[src/rtl/ex_stage_unit_if.sv]
// rtl/ex_stage_unit_if.sv - ID/EX operand side and EX/MEM result side of the execute stage
interface ex_stage_unit_if #(
  parameter int WIDTH = 16
);
  logic             flush;
  logic             halt;
  logic [WIDTH-1:0] write_back_ctrl_sgnl;
  logic [WIDTH-1:0] memory_ctrl_sgnl;
  logic [WIDTH-1:0] execute_ctrl_sgnl;
  logic [WIDTH-1:0] reg_1_buff;
  logic [WIDTH-1:0] reg_2_buff;
  logic [WIDTH-1:0] sign_extended_buff;
  logic [WIDTH-1:0] instruction_buff;
  logic [WIDTH-1:0] write_back_ctrl_sgnl_out;
  logic [WIDTH-1:0] memory_ctrl_sgnl_out;
  logic [WIDTH-1:0] alu_result_out;
  logic [WIDTH-1:0] alu_hi_out;
  logic [WIDTH-1:0] store_data_out;
  logic [3:0]       dest_reg_out;
  logic             zero_out;
  logic             valid_out;
  logic             stall_out;

  modport slave (
    input  flush, halt, write_back_ctrl_sgnl, memory_ctrl_sgnl, execute_ctrl_sgnl,
           reg_1_buff, reg_2_buff, sign_extended_buff, instruction_buff,
    output write_back_ctrl_sgnl_out, memory_ctrl_sgnl_out, alu_result_out, alu_hi_out,
           store_data_out, dest_reg_out, zero_out, valid_out, stall_out
  );

  modport master (
    output flush, halt, write_back_ctrl_sgnl, memory_ctrl_sgnl, execute_ctrl_sgnl,
           reg_1_buff, reg_2_buff, sign_extended_buff, instruction_buff,
    input  write_back_ctrl_sgnl_out, memory_ctrl_sgnl_out, alu_result_out, alu_hi_out,
           store_data_out, dest_reg_out, zero_out, valid_out, stall_out
  );
endinterface

[src/rtl/ex_stage_unit.sv]
// rtl/ex_stage_unit.sv - execute stage: single-cycle ALU plus iterative MUL/DIVU into EX/MEM
module ex_stage_unit #(
  parameter int WIDTH = 16,
  parameter int ITERS = 16
) (
  input logic            clk,
  input logic            rst,
  ex_stage_unit_if.slave bus
);
  localparam int CW = $clog2(ITERS);
  localparam logic [3:0] OP_MUL  = 4'd9;
  localparam logic [3:0] OP_DIVU = 4'd10;

  typedef enum logic [1:0] {IDLE, BUSY, DONE} state_t;

  state_t           state, state_d;
  logic [CW-1:0]    cnt, cnt_d;
  logic [WIDTH-1:0] hi_r, hi_d, lo_r, lo_d, b_r, b_d;
  logic             div_r, div_d;

  logic [WIDTH-1:0] wb_q, mem_q, res_q, hiout_q, sd_q;
  logic [WIDTH-1:0] wb_d, mem_d, res_d, hiout_d, sd_d;
  logic [3:0]       dest_q, dest_d;
  logic             zero_q, zero_d, valid_q, valid_d;
  logic             stall;

  logic [3:0]       op;
  logic             in_valid, is_multi;
  logic [WIDTH-1:0] opa, opb, alu_res;
  logic             unused_bits;

  assign op          = bus.execute_ctrl_sgnl[3:0];
  assign in_valid    = bus.execute_ctrl_sgnl[5];
  assign opa         = bus.reg_1_buff;
  assign opb         = bus.execute_ctrl_sgnl[4] ? bus.sign_extended_buff : bus.reg_2_buff;
  assign is_multi    = (op == OP_MUL) || (op == OP_DIVU);
  assign unused_bits = ^{bus.execute_ctrl_sgnl[WIDTH-1:6], bus.instruction_buff[WIDTH-1:12],
                         bus.instruction_buff[7:0]};

  always_comb begin
    alu_res = '0;
    case (op)
      4'd0: alu_res = opa + opb;
      4'd1: alu_res = opa - opb;
      4'd2: alu_res = opa & opb;
      4'd3: alu_res = opa | opb;
      4'd4: alu_res = opa ^ opb;
      4'd5: alu_res = opa << opb[3:0];
      4'd6: alu_res = opa >> opb[3:0];
      4'd7: alu_res = $signed(opa) >>> opb[3:0];
      4'd8: alu_res = ($signed(opa) < $signed(opb)) ? WIDTH'(1) : '0;
      default: alu_res = '0;
    endcase
  end

  // One iteration: shift-add keeps the product in hi:lo; restoring divide shifts quotient bits into lo.
  logic [WIDTH:0]   mul_sum, div_r17, div_diff;
  logic             div_ge;
  logic [WIDTH-1:0] step_hi, step_lo;

  always_comb begin
    mul_sum  = {1'b0, hi_r} + (lo_r[0] ? {1'b0, b_r} : '0);
    div_r17  = {hi_r, lo_r[WIDTH-1]};
    div_diff = div_r17 - {1'b0, b_r};
    div_ge   = (div_r17 >= {1'b0, b_r});
    if (div_r) begin
      step_hi = div_ge ? div_diff[WIDTH-1:0] : div_r17[WIDTH-1:0];
      step_lo = {lo_r[WIDTH-2:0], div_ge};
    end else begin
      step_hi = mul_sum[WIDTH:1];
      step_lo = {mul_sum[0], lo_r[WIDTH-1:1]};
    end
  end

  always_comb begin
    state_d = state;
    cnt_d   = cnt;
    hi_d    = hi_r;
    lo_d    = lo_r;
    b_d     = b_r;
    div_d   = div_r;
    wb_d    = '0;
    mem_d   = '0;
    res_d   = '0;
    hiout_d = '0;
    sd_d    = '0;
    dest_d  = '0;
    zero_d  = 1'b0;
    valid_d = 1'b0;
    stall   = 1'b0;
    case (state)
      IDLE: begin
        if (in_valid && is_multi) begin
          stall   = 1'b1;
          state_d = BUSY;
          cnt_d   = '0;
          hi_d    = '0;
          lo_d    = opa;
          b_d     = opb;
          div_d   = (op == OP_DIVU);
        end else if (in_valid) begin
          wb_d    = bus.write_back_ctrl_sgnl;
          mem_d   = bus.memory_ctrl_sgnl;
          res_d   = alu_res;
          sd_d    = bus.reg_2_buff;
          dest_d  = bus.instruction_buff[11:8];
          zero_d  = (alu_res == '0);
          valid_d = 1'b1;
        end
      end
      BUSY: begin
        stall = 1'b1;
        hi_d  = step_hi;
        lo_d  = step_lo;
        cnt_d = cnt + CW'(1);
        if (cnt == CW'(ITERS - 1)) begin
          state_d = DONE;
          cnt_d   = '0;
        end
      end
      DONE: begin
        state_d = IDLE;
        wb_d    = bus.write_back_ctrl_sgnl;
        mem_d   = bus.memory_ctrl_sgnl;
        res_d   = lo_r;
        hiout_d = hi_r;
        sd_d    = bus.reg_2_buff;
        dest_d  = bus.instruction_buff[11:8];
        zero_d  = (lo_r == '0);
        valid_d = 1'b1;
      end
      default: state_d = IDLE;
    endcase
    if (bus.halt && state != IDLE) stall = 1'b1;
    if (bus.flush) stall = 1'b0;
  end

  always_ff @(posedge clk) begin
    if (rst || bus.flush) begin
      state   <= IDLE;
      cnt     <= '0;
      hi_r    <= '0;
      lo_r    <= '0;
      b_r     <= '0;
      div_r   <= 1'b0;
      wb_q    <= '0;
      mem_q   <= '0;
      res_q   <= '0;
      hiout_q <= '0;
      sd_q    <= '0;
      dest_q  <= '0;
      zero_q  <= 1'b0;
      valid_q <= 1'b0;
    end else if (!bus.halt) begin
      state   <= state_d;
      cnt     <= cnt_d;
      hi_r    <= hi_d;
      lo_r    <= lo_d;
      b_r     <= b_d;
      div_r   <= div_d;
      wb_q    <= wb_d;
      mem_q   <= mem_d;
      res_q   <= res_d;
      hiout_q <= hiout_d;
      sd_q    <= sd_d;
      dest_q  <= dest_d;
      zero_q  <= zero_d;
      valid_q <= valid_d;
    end
  end

  assign bus.write_back_ctrl_sgnl_out = wb_q;
  assign bus.memory_ctrl_sgnl_out     = mem_q;
  assign bus.alu_result_out           = res_q;
  assign bus.alu_hi_out               = hiout_q;
  assign bus.store_data_out           = sd_q;
  assign bus.dest_reg_out             = dest_q;
  assign bus.zero_out                 = zero_q;
  assign bus.valid_out                = valid_q;
  assign bus.stall_out                = stall;
endmodule

[src/flat_wrapper.sv]
// flat-port wrapper written by rule: the top's interface ports become plain ports
module ex_stage_unit_flat 
#(
  parameter int WIDTH = 16,
  parameter int ITERS = 16
)
  (clk, rst, bus_flush, bus_halt, bus_write_back_ctrl_sgnl, bus_memory_ctrl_sgnl, bus_execute_ctrl_sgnl, bus_reg_1_buff, bus_reg_2_buff, bus_sign_extended_buff, bus_instruction_buff, bus_write_back_ctrl_sgnl_out, bus_memory_ctrl_sgnl_out, bus_alu_result_out, bus_alu_hi_out, bus_store_data_out, bus_dest_reg_out, bus_zero_out, bus_valid_out, bus_stall_out);
  ex_stage_unit_if #(.WIDTH(WIDTH)) bus_i ();
  input logic clk;
  input logic rst;
  input wire logic [$bits(bus_i.flush)-1:0] bus_flush;
  input wire logic [$bits(bus_i.halt)-1:0] bus_halt;
  input wire logic [$bits(bus_i.write_back_ctrl_sgnl)-1:0] bus_write_back_ctrl_sgnl;
  input wire logic [$bits(bus_i.memory_ctrl_sgnl)-1:0] bus_memory_ctrl_sgnl;
  input wire logic [$bits(bus_i.execute_ctrl_sgnl)-1:0] bus_execute_ctrl_sgnl;
  input wire logic [$bits(bus_i.reg_1_buff)-1:0] bus_reg_1_buff;
  input wire logic [$bits(bus_i.reg_2_buff)-1:0] bus_reg_2_buff;
  input wire logic [$bits(bus_i.sign_extended_buff)-1:0] bus_sign_extended_buff;
  input wire logic [$bits(bus_i.instruction_buff)-1:0] bus_instruction_buff;
  output wire logic [$bits(bus_i.write_back_ctrl_sgnl_out)-1:0] bus_write_back_ctrl_sgnl_out;
  output wire logic [$bits(bus_i.memory_ctrl_sgnl_out)-1:0] bus_memory_ctrl_sgnl_out;
  output wire logic [$bits(bus_i.alu_result_out)-1:0] bus_alu_result_out;
  output wire logic [$bits(bus_i.alu_hi_out)-1:0] bus_alu_hi_out;
  output wire logic [$bits(bus_i.store_data_out)-1:0] bus_store_data_out;
  output wire logic [$bits(bus_i.dest_reg_out)-1:0] bus_dest_reg_out;
  output wire logic [$bits(bus_i.zero_out)-1:0] bus_zero_out;
  output wire logic [$bits(bus_i.valid_out)-1:0] bus_valid_out;
  output wire logic [$bits(bus_i.stall_out)-1:0] bus_stall_out;
  assign bus_i.flush = bus_flush;
  assign bus_i.halt = bus_halt;
  assign bus_i.write_back_ctrl_sgnl = bus_write_back_ctrl_sgnl;
  assign bus_i.memory_ctrl_sgnl = bus_memory_ctrl_sgnl;
  assign bus_i.execute_ctrl_sgnl = bus_execute_ctrl_sgnl;
  assign bus_i.reg_1_buff = bus_reg_1_buff;
  assign bus_i.reg_2_buff = bus_reg_2_buff;
  assign bus_i.sign_extended_buff = bus_sign_extended_buff;
  assign bus_i.instruction_buff = bus_instruction_buff;
  assign bus_write_back_ctrl_sgnl_out = bus_i.write_back_ctrl_sgnl_out;
  assign bus_memory_ctrl_sgnl_out = bus_i.memory_ctrl_sgnl_out;
  assign bus_alu_result_out = bus_i.alu_result_out;
  assign bus_alu_hi_out = bus_i.alu_hi_out;
  assign bus_store_data_out = bus_i.store_data_out;
  assign bus_dest_reg_out = bus_i.dest_reg_out;
  assign bus_zero_out = bus_i.zero_out;
  assign bus_valid_out = bus_i.valid_out;
  assign bus_stall_out = bus_i.stall_out;
  ex_stage_unit #(.WIDTH(WIDTH), .ITERS(ITERS)) u_core (.clk(clk), .rst(rst), .bus(bus_i));
endmodule
[config.mk]
export PLATFORM = sky130hd
export DESIGN_NAME = ex_stage_unit_flat
export DESIGN_NICKNAME = d
export VERILOG_FILES = /design/src/rtl/ex_stage_unit_if.sv /design/src/rtl/ex_stage_unit.sv /design/src/flat_wrapper.sv
export SDC_FILE = /design/constraint.sdc
export NUM_CORES = 1
export LEC_CHECK = 0
export CAP_MARGIN = 20
export CORE_UTILIZATION = 55
export DETAILED_ROUTE_END_ITERATION = 6
export PLACE_DENSITY_LB_ADDON = 0.08
export SETUP_SLACK_MARGIN = 0.3
export SLEW_MARGIN = 15
export SYNTH_ARGS = -nofsm -noshare
export SYNTH_HDL_FRONTEND = slang
export SYNTH_SLANG_ARGS = --single-unit
[constraint.sdc]
create_clock -name clk -period 7.05 [get_ports clk]
set_clock_uncertainty 0.05 [all_clocks]
set_input_delay 2.115 -clock clk [delete_from_list [all_inputs] [get_ports clk]]
set_output_delay 2.115 -clock clk [all_outputs]
set_load 0.01 [all_outputs]
==> reports/results.ini <==
[synthesis]
synth_cells = 1521
async_flop_share = 0
synth_top_area_cell = dfxtp_1
synth_top_area_frac = 0.243
synth_edf_count = 0
synth_ff_type = dfxtp_1
synth_seq_cells = 141
synth.area.top_cells = dfxtp_1 24%, ha_1 8.8%, nor2_1 6.7%
synth_cell_types = 77
syn_area_per_cell_um2 = 7.65
synth_nets = 1723
netlist_area_mm2 = 0.0116
ys_seq_area_frac = 0.243
yosysWarnings = 0

[global_route]
gr-total-overflow = 0
grt_pass1_wl_um = 67300
grt_pass1_vias = 12200
grt_start_max_net_pins = 78
antenna_found_initial = 0
grt_use_total = 0.394

[critical_path]
cp.required_ps = 4890
cp_max_fo = 3
critical_path_class = in2out
worstPathArrival_ps = 4290
critPathLaunchType = input pin
critPathCaptureType = output pin

[sta]
clock.fmax_mhz = 155
final_hold_viol_count = 0
relSlewSlack = 0.277
setup_viol = 0
tightest_slew_ps = 1060
period_share = 0.915
setup_tns_ps = 0
finalCriticalPeriod_ps = 6450
maxSlewViolCount = 0
rsz0062_at_grt = no

[cts]
htreeDepth = 4
root_buffer = clkbuf_16
clockBufferDepth = 2
clk_latency_ps = 430
cts_tree = built
cts_sinks = 141
clk_pin_slew_ps = 60
cts_hold_buf = 0
cts_resized = 0
cts_setup_buffers = 0
cts_made_buffers = 17

[die]
num_rows = 52
io_pins = 203
dieArea_mm2 = 0.0217
chipWidth_um = 147
die_h_um = 147
core_area_mm2 = 0.0205
start_util = 0.567

[final_layout]
finalNonFillerCells = 1940
nNetsFinal = 1859
drive_gt1_frac = 0.0707
syn2layout_area_growth_pct = 23.3
diodes = 0
post-route-util = 0.700
final_area_mm2 = 0.0143

[min_path]
hold_path_class = reg2reg

[placed_design]
numPortBuffers = 180
dp.cells = 1907
hpwlAfterDp_um = 31500
dpl_cell_area_mm2 = 0.0137
gp_congestion = 1.00

[run]
maxCapViolations = 0

[route]
first_pass_iters = 7
detail-route-antenna-nets = 0
post_drt_wl_per_cell_um = 22.2
first_iter_violations = 1276
drc = 6
via_per_inst = 6.65
drt-total-wl_um = 43200
via_count = 12900

[pwr]
p_leak_uw = 0.00551
vdd_drop_max_mv = 0.140
p_per_area_mw_per_mm2 = 166

[run_status]
outcome = finished with violations
violations = DRC

==> cells in the mapped netlist (12+ instances only) <==
library cell and instances:
a22oi_1 93, nand4_1 12, ha_1 82, nand3_1 29, a21o_1 23, nor4_1 15
a21oi_1 101, mux2i_1 74, dfxtp_1 141, o21ai_0 55, and2_1 22, a211oi_1 31
nor2_1 208, a31oi_1 14, and3_1 12, xnor2_1 21, clkbuf_1 89, nand2_1 128
inv_1 64, nor2b_1 14, o211ai_1 31, nor3_1 45
==> area by class of cell <==
class | count | area (um^2)
clock buffer | 17 | 425
clock inverter | 15 | 175
fill | 1668 | 6150
inverter | 68 | 255
multi-input combinational | 1203 | 8170
sequential | 141 | 2820
tap | 270 | 338
timing repair buffer | 226 | 2160
==> final timing paths <==
kind	from	endpoint	slack, ps	cells past startpoint
max	bus_execute_ctrl_sgnl[0]	bus_stall_out	600	8
min	u_core.bus.alu_result_out[3]	u_core.bus.alu_result_out[3]	420	2
max reg2reg	u_core.lo_r[0]	u_core.hi_r[14]	2910	11
min reg2reg	u_core.bus.alu_result_out[3]	u_core.bus.alu_result_out[3]	420	2
==> placed cells by master (no fill, tap or decap), drive strengths merged, types with 9 or more instances in the layout <==
cell / instances
o31ai: 9
o211ai: 31
xor2: 11
nand2: 128
a22o: 11
buf: 47
nor2: 208
mux2i: 78
dfxtp: 141
ha: 82
a22oi: 93
nand3: 29
a221oi: 11
clkdlybuf4s50: 179
o21ai: 55
a21o: 23
a21oi: 101
a31oi: 14
inv: 75
clkbuf: 17
and2: 22
nor3: 45
nand4: 12
and3: 12
nor2b: 14
a211oi: 31
nor4: 15
xnor2: 21
==> through the flow <==
step	worst slack (ps)	hold slack, ps	total power (uW)
detailed placement	550	409	1430
floorplan	734	408	1200
finish	597	419	2380
global placement	549	404	1430
global route	421	451	2460
CTS	665	421	2370
==> flip-flops by register name (all words and copies together), names as in the netlist <==
register                             flops
u_core.bus.store_data_out               16
u_core.bus.dest_reg_out                  4
u_core.bus.zero_out                      1
u_core.cnt                               4
u_core.bus.write_back_ctrl_sgnl_out     16
u_core.bus.alu_result_out               16
u_core.b_r                              16
u_core.bus.memory_ctrl_sgnl_out         16
u_core.state                             2
u_core.bus.alu_hi_out                   16
u_core.hi_r                             16
u_core.lo_r                             16
u_core.bus.valid_out                     1
u_core.div_r                             1
==> cells by family (layout without fill, tap and decap cells) <==
| group | count (synthesis) | after routing | share of synthesized area |
|---|---|---|---|
| compound gates | 465 | 465 | 0.277 |
| buf+inv | 177 | 326 | 0.0595 |
| mux | 93 | 93 | 0.0937 |
| fa+ha+maj | 86 | 86 | 0.0951 |
| xor+xnor | 32 | 32 | 0.0241 |
| simple gates | 527 | 527 | 0.208 |
| flops | 141 | 141 | 0.243 |
==> where the power goes <==
group | switching, uW | internal (uW)
Clock | 402 | 535
Sequential | 6.81 | 806
Combinational | 381 | 248
==> worst max-delay path: stages <==
cell,delay (ps)
clkdlybuf4s50_1,430
xnor2_1,540
nor2_1,130
a21oi_1,280
nor2_1,80
a21oi_1,190
nor2_1,60
clkdlybuf4s50_1,470
==> metal layers <==
layer / wire, um / track usage
met5: 0 / 0
met4: 1840 / 0.161
met3: 4790 / 0.0972
met2: 19000 / 0.611
met1: 17600 / 0.521
Note: power is estimated with default switching activity, not from simulation.
